**config.mk**
```make
export PLATFORM = sky130hd
export DESIGN_NAME = mult_div_unit
export DESIGN_NICKNAME = d
export VERILOG_FILES = /design/src/rtl/mult_div_unit.sv
export SDC_FILE = /design/constraint.sdc
export NUM_CORES = 1
export LEC_CHECK = 0
export CAP_MARGIN = 20
export CELL_PAD_IN_SITES_DETAIL_PLACEMENT = 1
export CELL_PAD_IN_SITES_GLOBAL_PLACEMENT = 1
export CORE_UTILIZATION = 40
export CTS_BUF_LIST = sky130_fd_sc_hd__clkbuf_4 sky130_fd_sc_hd__clkbuf_8
export CTS_CLUSTER_DIAMETER = 120
export CTS_CLUSTER_SIZE = 12
export DETAILED_ROUTE_END_ITERATION = 7
export PLACE_DENSITY = 0.89
export SYNTH_ARGS = -nofsm -noshare
export SYNTH_HDL_FRONTEND = slang
export SYNTH_SLANG_ARGS = --single-unit
```
**constraint.sdc**
```tcl
create_clock -name clk -period 3.4 [get_ports clk]
set_clock_uncertainty 0.05 [all_clocks]
set_input_delay 0.68 -clock clk [delete_from_list [all_inputs] [get_ports clk]]
set_output_delay 0.68 -clock clk [all_outputs]
set_load 0.02 [all_outputs]
```
**src/rtl/mult_div_unit.sv**
```systemverilog
// Multicycle integer multiply/divide unit producing HI/LO results for
// MIPS mult, multu, div and divu. Multiplication is a radix-2 shift-add on
// operand magnitudes; division is restoring shift-subtract on magnitudes.
// A final fix-up stage restores signs before writing hi/lo.
module mult_div_unit #(
    parameter int WIDTH = 32
) (
    input  logic             clk,
    input  logic             reset,
    input  logic             start,
    input  logic [1:0]       op,
    input  logic [WIDTH-1:0] a,
    input  logic [WIDTH-1:0] b,
    output logic             busy,
    output logic             done,
    output logic             div_zero,
    output logic [WIDTH-1:0] hi,
    output logic [WIDTH-1:0] lo
);

    localparam int CNT_W = $clog2(WIDTH + 1);

    typedef enum logic [1:0] {
        IDLE = 2'd0,
        RUN  = 2'd1,
        FIN  = 2'd2
    } state_t;

    state_t             state;
    logic [CNT_W-1:0]   cnt;
    logic               is_div;
    logic               neg_q;     // negate product (mult) or quotient (div)
    logic               neg_r;     // negate remainder: dividend was negative
    logic               dz;        // divide by zero detected at launch

    // acc_hi:acc_lo is the product shift register for multiply and the
    // remainder:quotient shift register for divide; m holds the
    // multiplicand magnitude or the divisor magnitude.
    logic [WIDTH-1:0]   acc_hi;
    logic [WIDTH-1:0]   acc_lo;
    logic [WIDTH-1:0]   m;

    // Launch-time operand conditioning (op[0]=0 selects the signed forms)
    logic               signed_op;
    logic               a_neg;
    logic               b_neg;
    logic [WIDTH-1:0]   a_mag;
    logic [WIDTH-1:0]   b_mag;
    logic               b_is_zero;

    assign signed_op = ~op[0];
    assign a_neg     = signed_op & a[WIDTH-1];
    assign b_neg     = signed_op & b[WIDTH-1];
    // The magnitude of MIN is itself, which as an unsigned value is exactly right.
    assign a_mag     = a_neg ? ({WIDTH{1'b0}} - a) : a;
    assign b_mag     = b_neg ? ({WIDTH{1'b0}} - b) : b;
    assign b_is_zero = (b == {WIDTH{1'b0}});

    // Single iteration step for the RUN state
    logic [WIDTH:0]     mul_sum;
    logic [WIDTH:0]     div_shift;
    logic [WIDTH-1:0]   div_diff;
    logic               div_fits;
    logic [WIDTH-1:0]   step_hi;
    logic [WIDTH-1:0]   step_lo;

    // Combinational next value of the shift registers for one iteration
    always_comb begin
        // NOTE: every always_comb output gets a default first so no path leaves it unassigned (no latch).
        step_hi   = acc_hi;
        step_lo   = acc_lo;
        mul_sum   = {1'b0, acc_hi} + {1'b0, m};
        div_shift = {acc_hi, acc_lo[WIDTH-1]};
        // The partial remainder is always below the divisor, so the low
        // WIDTH bits of the difference are exact whenever it fits.
        div_diff  = div_shift[WIDTH-1:0] - m;
        div_fits  = (div_shift >= {1'b0, m});
        if (is_div) begin
            step_hi = div_fits ? div_diff : div_shift[WIDTH-1:0];
            step_lo = {acc_lo[WIDTH-2:0], div_fits};
        end else if (acc_lo[0]) begin
            step_hi = mul_sum[WIDTH:1];
            step_lo = {mul_sum[0], acc_lo[WIDTH-1:1]};
        end else begin
            step_hi = {1'b0, acc_hi[WIDTH-1:1]};
            step_lo = {acc_hi[0], acc_lo[WIDTH-1:1]};
        end
    end

    // Sign fix-up of the finished magnitude results
    logic [2*WIDTH-1:0] prod_fix;
    logic [WIDTH-1:0]   q_fix;
    logic [WIDTH-1:0]   r_fix;

    // Restore signs: product/quotient by sign(a)^sign(b), remainder by sign(a)
    always_comb begin
        prod_fix = {acc_hi, acc_lo};
        q_fix    = acc_lo;
        r_fix    = acc_hi;
        if (neg_q) begin
            prod_fix = {(2*WIDTH){1'b0}} - {acc_hi, acc_lo};
            q_fix    = {WIDTH{1'b0}} - acc_lo;
        end
        if (neg_r) begin
            r_fix = {WIDTH{1'b0}} - acc_hi;
        end
    end

    // Control FSM, iteration registers and registered outputs
    always_ff @(posedge clk) begin
        // NOTE: sequential state uses non-blocking assignments so every register samples pre-edge values.
        if (reset) begin
            state    <= IDLE;
            cnt      <= '0;
            is_div   <= 1'b0;
            neg_q    <= 1'b0;
            neg_r    <= 1'b0;
            dz       <= 1'b0;
            acc_hi   <= '0;
            acc_lo   <= '0;
            m        <= '0;
            busy     <= 1'b0;
            done     <= 1'b0;
            div_zero <= 1'b0;
            hi       <= '0;
            lo       <= '0;
        end else begin
            case (state)
                IDLE: begin
                    if (start) begin
                        is_div <= op[1];
                        neg_q  <= a_neg ^ b_neg;
                        neg_r  <= a_neg;
                        acc_hi <= '0;
                        // Multiply: acc_lo = multiplier, m = multiplicand.
                        // Divide:   acc_lo = dividend,   m = divisor.
                        acc_lo <= op[1] ? a_mag : b_mag;
                        m      <= op[1] ? b_mag : a_mag;
                        cnt    <= CNT_W'(WIDTH);
                        busy   <= 1'b1;
                        if (op[1] && b_is_zero) begin
                            dz    <= 1'b1;
                            state <= FIN;
                        end else begin
                            dz    <= 1'b0;
                            state <= RUN;
                        end
                    end
                end

                RUN: begin
                    acc_hi <= step_hi;
                    acc_lo <= step_lo;
                    cnt    <= cnt - CNT_W'(1);
                    if (cnt == CNT_W'(1)) begin
                        state <= FIN;
                    end
                end

                FIN: begin
                    // First FIN cycle writes the result and raises done;
                    // the second (done high) drops busy and returns to IDLE.
                    if (!done) begin
                        done <= 1'b1;
                        if (dz) begin
                            div_zero <= 1'b1;
                        end else if (is_div) begin
                            hi <= r_fix;
                            lo <= q_fix;
                        end else begin
                            {hi, lo} <= prod_fix;
                        end
                    end else begin
                        done     <= 1'b0;
                        div_zero <= 1'b0;
                        busy     <= 1'b0;
                        dz       <= 1'b0;
                        state    <= IDLE;
                    end
                end

                default: begin
                    state <= IDLE;
                end
            endcase
        end
    end

endmodule

```
Yosys cells after proc, flatten, opt, wreduce, memory -nomap -nowiden

Index checks and enable logic that the tools add are counted.

Bits of input ports: 69
Flip-flop bits (word level): 175
Logic and storage cells: 81
Output and inout port bits: 67

Mux-type cells: 34
Order comparisons: 1
Reduce and logical (&&, ||, !) cells: 12
Add/subtract/negate cells: 8
Bitwise gates (word level): 6
Equality and inequality tests: 6

Operator list:

| kind                    | count |
|---|---|
| $mux W32                | 15 |
| $pmux W32 S2            | 2 |
| $sub A1 B32 Y32 const A | 4 |
| $mux W64                | 1 |
| $sub A1 B64 Y64 const A | 1 |
| $add A32 B32 Y33        | 1 |
| $ge A33 B32 Y1          | 1 |
| $logic_not A32 Y1       | 1 |
| $sub A32 B32 Y32        | 1 |
| $pmux W6 S2             | 1 |
| $reduce_and A3 Y1       | 3 |
| $mux W2                 | 4 |
| $mux W1                 | 7 |
| $eq A6 B1 Y1 const B    | 1 |
| $mux W6                 | 1 |
| $ne A2 B2 Y1 const B    | 3 |
| $pmux W2 S3             | 1 |
| $reduce_and A2 Y1       | 3 |
| $reduce_bool A2 Y1      | 3 |
| $sub A6 B1 Y6 const B   | 1 |
| $pmux W1 S2             | 2 |
| $not A1 Y1              | 3 |
| $and A1 B1 Y1           | 2 |
| $eq A2 B1 Y1 const B    | 1 |
| 4 further kinds         | 4 |

Logic depth before layout (Yosys ltp)

Depth after elaboration: 6
Depth in mapped cells: 14
Mapped depth without buffers: 13

Worst setup path before layout

OpenSTA, ideal clock, no wires.

Path type: register to register
Start: reg acc_lo[0]
End: reg hi[30]
Data arrival time: 3.451 ns
Period minus slack after synthesis: 3.586 ns
Buffers on the path: 1
Stages on the path, launching flop included: 13
Setup slack: -0.186 ns
Data required time: 3.264 ns
Library setup time: 0.086 ns
Path through: dfxtp_1 > clkinv_1 > clkbuf_1 > ha_1 > or3b_2 > or3_1 > or4b_1 > or2_1 > o21a_1 > nor2_1 > a41oi_1 > xnor2_1 > a211oi_1

Cells in the longest elaborated chain, start to end: 3

RTL lines:

| item                   | line | source |
|---|---|---|
| from (decl)            | 40   | `logic [WIDTH-1:0] acc_lo;` |
| from (signal assigned) | 137  | `acc_lo <= op[1] ? a_mag : b_mag;` |
| from (signal assigned) | 153  | `acc_lo <= step_lo;` |
| $sub A1 B64 Y64        | 101  | `prod_fix = {(2*WIDTH){1'b0}} - {acc_hi, acc_lo};` |
| $mux W64               | 100  | `if (neg_q) begin` |
| $mux W32               | 167  | `end else if (is_div) begin` |
| to (signal assigned)   | 168  | `hi <= r_fix;` |
| to (signal assigned)   | 171  | `{hi, lo} <= prod_fix;` |
| to (decl)              | 17   | `output logic [WIDTH-1:0] hi,` |

Every way passes these cells.
A chain may end at the register's enable or synchronous reset.

Worst setup path after layout

Start: in b[9]
End: reg state[1]

Cells in the longest elaborated chain, start to end: 5

RTL lines:

| item                 | line | source |
|---|---|---|
| from (decl)          | 13   | `input logic [WIDTH-1:0] b,` |
| $logic_not A32 Y1    | 57   | `assign b_is_zero = (b == {WIDTH{1'b0}});` |
| $logic_and A1 B1 Y1  | 141  | `if (op[1] && b_is_zero) begin` |
| $mux W2              | 141  |  |
| $mux W2              | 130  | `if (start) begin` |
| $pmux W2 S3          | 128  | `case (state)` |
| to (signal assigned) | 143  | `state <= FIN;` |
| to (signal assigned) | 146  | `state <= RUN;` |
| to (signal assigned) | 156  | `state <= FIN;` |
| to (decl)            | 29   | `state_t state;` |

Every way passes these cells. The select of a mux whose other input is x is not followed.

==> summary.txt <==
Status
  – Status: finished, violations left
  – Failing checks: DRC

Critical path
  – Category of the most critical setup path: in -> reg
  – Largest fanout on the critical path: 3
  – Sum of buffers and inverters on the critical path: 2
  – CP delay by family, top: simple AND/OR/NAND/NOR gates
  – Required time at the worst-slack endpoint: 3800 ps
  – Critical-path cell list: clkdlybuf4s50_1 -> nor4_1 -> or3b_2 -> or4_4 -> nor3_4 -> buf_4 -> and4b_1 -> a21oi_1 -> o32a_1 -> nor2_1
  – Data arrival time of the worst path: 3780 ps
  – Cell with the biggest individual delay on the critical path: sky130_fd_sc_hd__or4_4
  – CP startpoint kind: input port
  – Largest stage delay on the critical path: 560 ps
  – Worst setup EP type: flip-flop

Synth
  – Post-synthesis instance area: 14,600 um2
  – Area fraction in and, or, nand and nor cells after synthesis: 21.4%
  – Post-synth ARST share: 0%
  – Net count after synthesis: 2,131
  – Number of enable-type register cells in the synthesized netlist: 0
  – Adder-cell area share of the yosys netlist: 6.29%
  – Sequential share of the synthesized area: 24.1%
  – Number of standard cells after synthesis: 1,990
  – Library cell occupying the most area in the post-synthesis netlist: sky130_fd_sc_hd__dfxtp_1
  – Flip-flop cell with the highest count after synthesis: sky130_fd_sc_hd__dfxtp_1
  – XOR/XNOR share of the synthesized area: 9.27%
  – Average instance area after synthesis: 7.31 um2
  – Fraction of post-synthesis cell area in the top cell type by area: 24.1%
  – Post-synthesis compound-gate area fraction: 29.7%
  – Synth warnings: 0
  – Main area contributors after synthesis: sky130_fd_sc_hd__dfxtp_1 24%, sky130_fd_sc_hd__a21oi_1 6.7%, sky130_fd_sc_hd__ha_1 6.0%
  – Dominant combinational cell family by area after synthesis: compound AO/OA/AOI/OAI gates
  – Mux share of post-synthesis cell area: 3.40%
  – Flop and latch count out of synthesis: 175
  – Yosys cell types: 75

Layout
  – Final cell count without fillers: 2,692
  – Layout area overhead: 25.9%
  – Total number of nets in the final design: 2,360
  – Fraction of final layout cells with drive strength greater than 1: 15.0%
  – Non-Filler Cell Area, Final: 18,300 um2
  – Most frequent standard cell in the layout excluding fill and tap cells: sky130_fd_sc_hd__buf_4
  – Number of diodes added for antenna fixing: 0
  – Highest-count cells in the layout ignoring fill and taps: 218 x sky130_fd_sc_hd__buf_4, 209 x sky130_fd_sc_hd__nor2_1, 207 x sky130_fd_sc_hd__nand2_1

Place
  – HPWL after DPL: 46,100 um
  – Placed cells: 2,655
  – Placed inst area: 17,600 um2
  – Quantity of I/O buffers inserted on ports: 135
  – Global placer's final weighted congestion: 0.965

Timing
  – Final Hold Violating Endpoints: 0
  – Max Freq: 295 MHz
  – Total Neg Setup Slack: 0 ps
  – Worst hold slack after final layout: 410 ps
  – Final max-slew violation count: 0
  – # setup viols final: 0
  – Fin crit period: 3390 ps
  – Final worst path period share: 99.6%
  – Transition time of the tightest slew-check pin: 1200 ps
  – Headroom to the max-slew limit: 20.2%

Drt
  – Final routed wire length divided by cell count: 22.9 um
  – Remaining antenna violation count: 0
  – Number of violations reported at the end of detailed-routing iteration 0: 1,472
  – Total length of routed met2 wires: 28,600 um
  – Wire length on met1: 26,000 um
  – Met3 Routed Length: 4050 um
  – Average via count per standard cell: 6.26
  – DRC errors left: 26
  – Vias after detailed routing: 16,900
  – Top routing layer in use: met5
  – First-pass detailed-route iteration total: 7
  – Final wirelength: 61,800 um

Floorplan
  – Number of top-level pins: 136
  – Starting density of the core: 40.8%
  – Total Die Area: 37,200 um2
  – Die Height: 193 um
  – Row count: 69
  – Area inside the core boundary: 35,700 um2
  – Horiz. Die Dim: 193 um

CTS
  – Clock Tree Buf Depth: 2
  – Clk slew on worst S/H paths: 100 ps
  – Buffer type at the clock tree root: sky130_fd_sc_hd__clkbuf_8
  – Total clock sinks: 175
  – H-tree depth: 4
  – Total clock buffers created by CTS: 17
  – Latest clock arrival within the worst-skew pair: 520 ps
  – CTS Hold Bufs: 0
  – CTS tree: yes

Pwr
  – Overall power after layout: 7870 uW
  – Sequential Power Share: 31.3%
  – Comb pwr share: 47.5%
  – Reported net switching power: 3350 uW
  – Cell-internal power: 4520 uW
  – Worst vdd ir: 237 uV
  – Switching part of the total: 42.5%
  – Static leakage: 0.00728 uW
  – Clock network fraction of total power: 21.2%
  – Power density of the placed cells: 429 nW/um2

GRT
  – Overall fraction of global-route tracks in use: 31.9%
  – Total overflow reported by the global router: 0
  – Wire length of the first global-routing pass: 92,500 um
  – Maximum number of pins on one net before global-route repair: 124
  – Number of global-route vias before repair: 16,900
  – Number of antenna violations at the first check in global routing: 1

Worst hold path
  – HP Class: reg -> reg

Flow run
  – Max-cap violations: 0
-- metal layers --
metal / track usage, % / up-vias
met5: 0 / -
met4: 16.4 / 2
met3: 4.16 / 188
met2: 51.7 / 680
met1: 41.1 / 8281
li1: - / 7705
-- registers in the layout, summed over array words and instances, names as in the netlist --
signal and count:
acc_hi 32, acc_lo 32, busy 1, cnt 6, div_zero 1, done 1
dz 1, hi 32, is_div 1, lo 32, m 32, neg_q 1
neg_r 1, state 2
-- path summary, 6_finish.rpt --
path / slack [ps] / depth (start not counted) / startpoint / to
max: 10 / 10 / b[9] / state[1]$_SDFFE_PP0P_
min: 410 / 2 / hi[16]$_SDFFE_PP0P_ / hi[16]$_SDFFE_PP0P_
max reg2reg: 30 / 10 / acc_lo[0]$_SDFFE_PP0P_ / hi[31]$_SDFFE_PP0P_
min reg2reg: 410 / 2 / hi[16]$_SDFFE_PP0P_ / hi[16]$_SDFFE_PP0P_
-- worst reg2reg max path: stages, from the launching register on --
cell and delay (ps):
sky130_fd_sc_hd__dfxtp_4 380, sky130_fd_sc_hd__or4_4 540, sky130_fd_sc_hd__or3_4 400, sky130_fd_sc_hd__or4b_4 540, sky130_fd_sc_hd__o31ai_1 330, sky130_fd_sc_hd__buf_4 220
sky130_fd_sc_hd__nand2_1 80, sky130_fd_sc_hd__nor2_1 170, sky130_fd_sc_hd__a21oi_1 110, sky130_fd_sc_hd__xnor2_1 210, sky130_fd_sc_hd__a211oi_1 260
-- cell usage after synthesis (14+ instances only) --
master	n
sky130_fd_sc_hd__nor2b_1	22
sky130_fd_sc_hd__mux2i_1	45
sky130_fd_sc_hd__nor2_1	210
sky130_fd_sc_hd__a311oi_1	14
sky130_fd_sc_hd__a21oi_1	196
sky130_fd_sc_hd__o211ai_1	49
sky130_fd_sc_hd__a21o_1	35
sky130_fd_sc_hd__o21ai_0	86
sky130_fd_sc_hd__xor2_1	72
sky130_fd_sc_hd__clkbuf_1	121
sky130_fd_sc_hd__dfxtp_1	175
sky130_fd_sc_hd__nor3_1	43
sky130_fd_sc_hd__inv_1	67
sky130_fd_sc_hd__xnor2_1	82
sky130_fd_sc_hd__buf_1	21
sky130_fd_sc_hd__a31oi_1	54
sky130_fd_sc_hd__or3_1	21
sky130_fd_sc_hd__nand2_1	208
sky130_fd_sc_hd__a211oi_1	86
sky130_fd_sc_hd__and3_1	16
sky130_fd_sc_hd__o31ai_1	27
sky130_fd_sc_hd__nand4_1	18
sky130_fd_sc_hd__nor4_1	22
sky130_fd_sc_hd__ha_1	70
sky130_fd_sc_hd__nand2b_1	19
sky130_fd_sc_hd__or4_1	18
sky130_fd_sc_hd__nand3_1	26
-- metrics by stage --
step,utilization [%],setup WS [ps]
floorplan,-,6.06
global route,51.4,-45.8
detailed placement,49.4,-458
CTS,50.7,5.73
finish,51.4,15.0
global placement,49.4,-346
-- logic make-up after synthesis --
kind of cell	Yosys count
AOI/OAI and AO/OA	656
xor gates and xnor gates	154
adders and majority gates	72
buffers and inverters	219
DFF	175
muxes	49
and+or+nand+nor	665
-- final cells by class --
class / instances / area (um2)
Tap cell: 461 / 577
Fill cell: 4449 / 17300
Timing Repair Buffer: 360 / 3120
Clock buffer: 19 / 249
Inverter: 69 / 259
Multi-Input combinational cell: 1596 / 10400
Sequential cell: 175 / 3520
Clock inverter: 12 / 173
-- timing repair --
item	in CTS	in global routing
setup endpoints to repair	24	51
gates cloned	0	1
endpoints found under the hold margin	0	0
gates resized for setup	13	49
pin swaps	1	12
setup buffers	1	4
-- power groups by stage --
stage	clock network (uW)	logic [uW]	registers, uW
5_1_grt	1750	4000	2470
3_3_place_gp	0	3330	2480
6_report	1670	3740	2460
4_1_cts	1680	3530	2450
2_1_floorplan	0	2050	2510
3_5_place_dp	0	3470	2490
(Power assumes the default switching activity.)
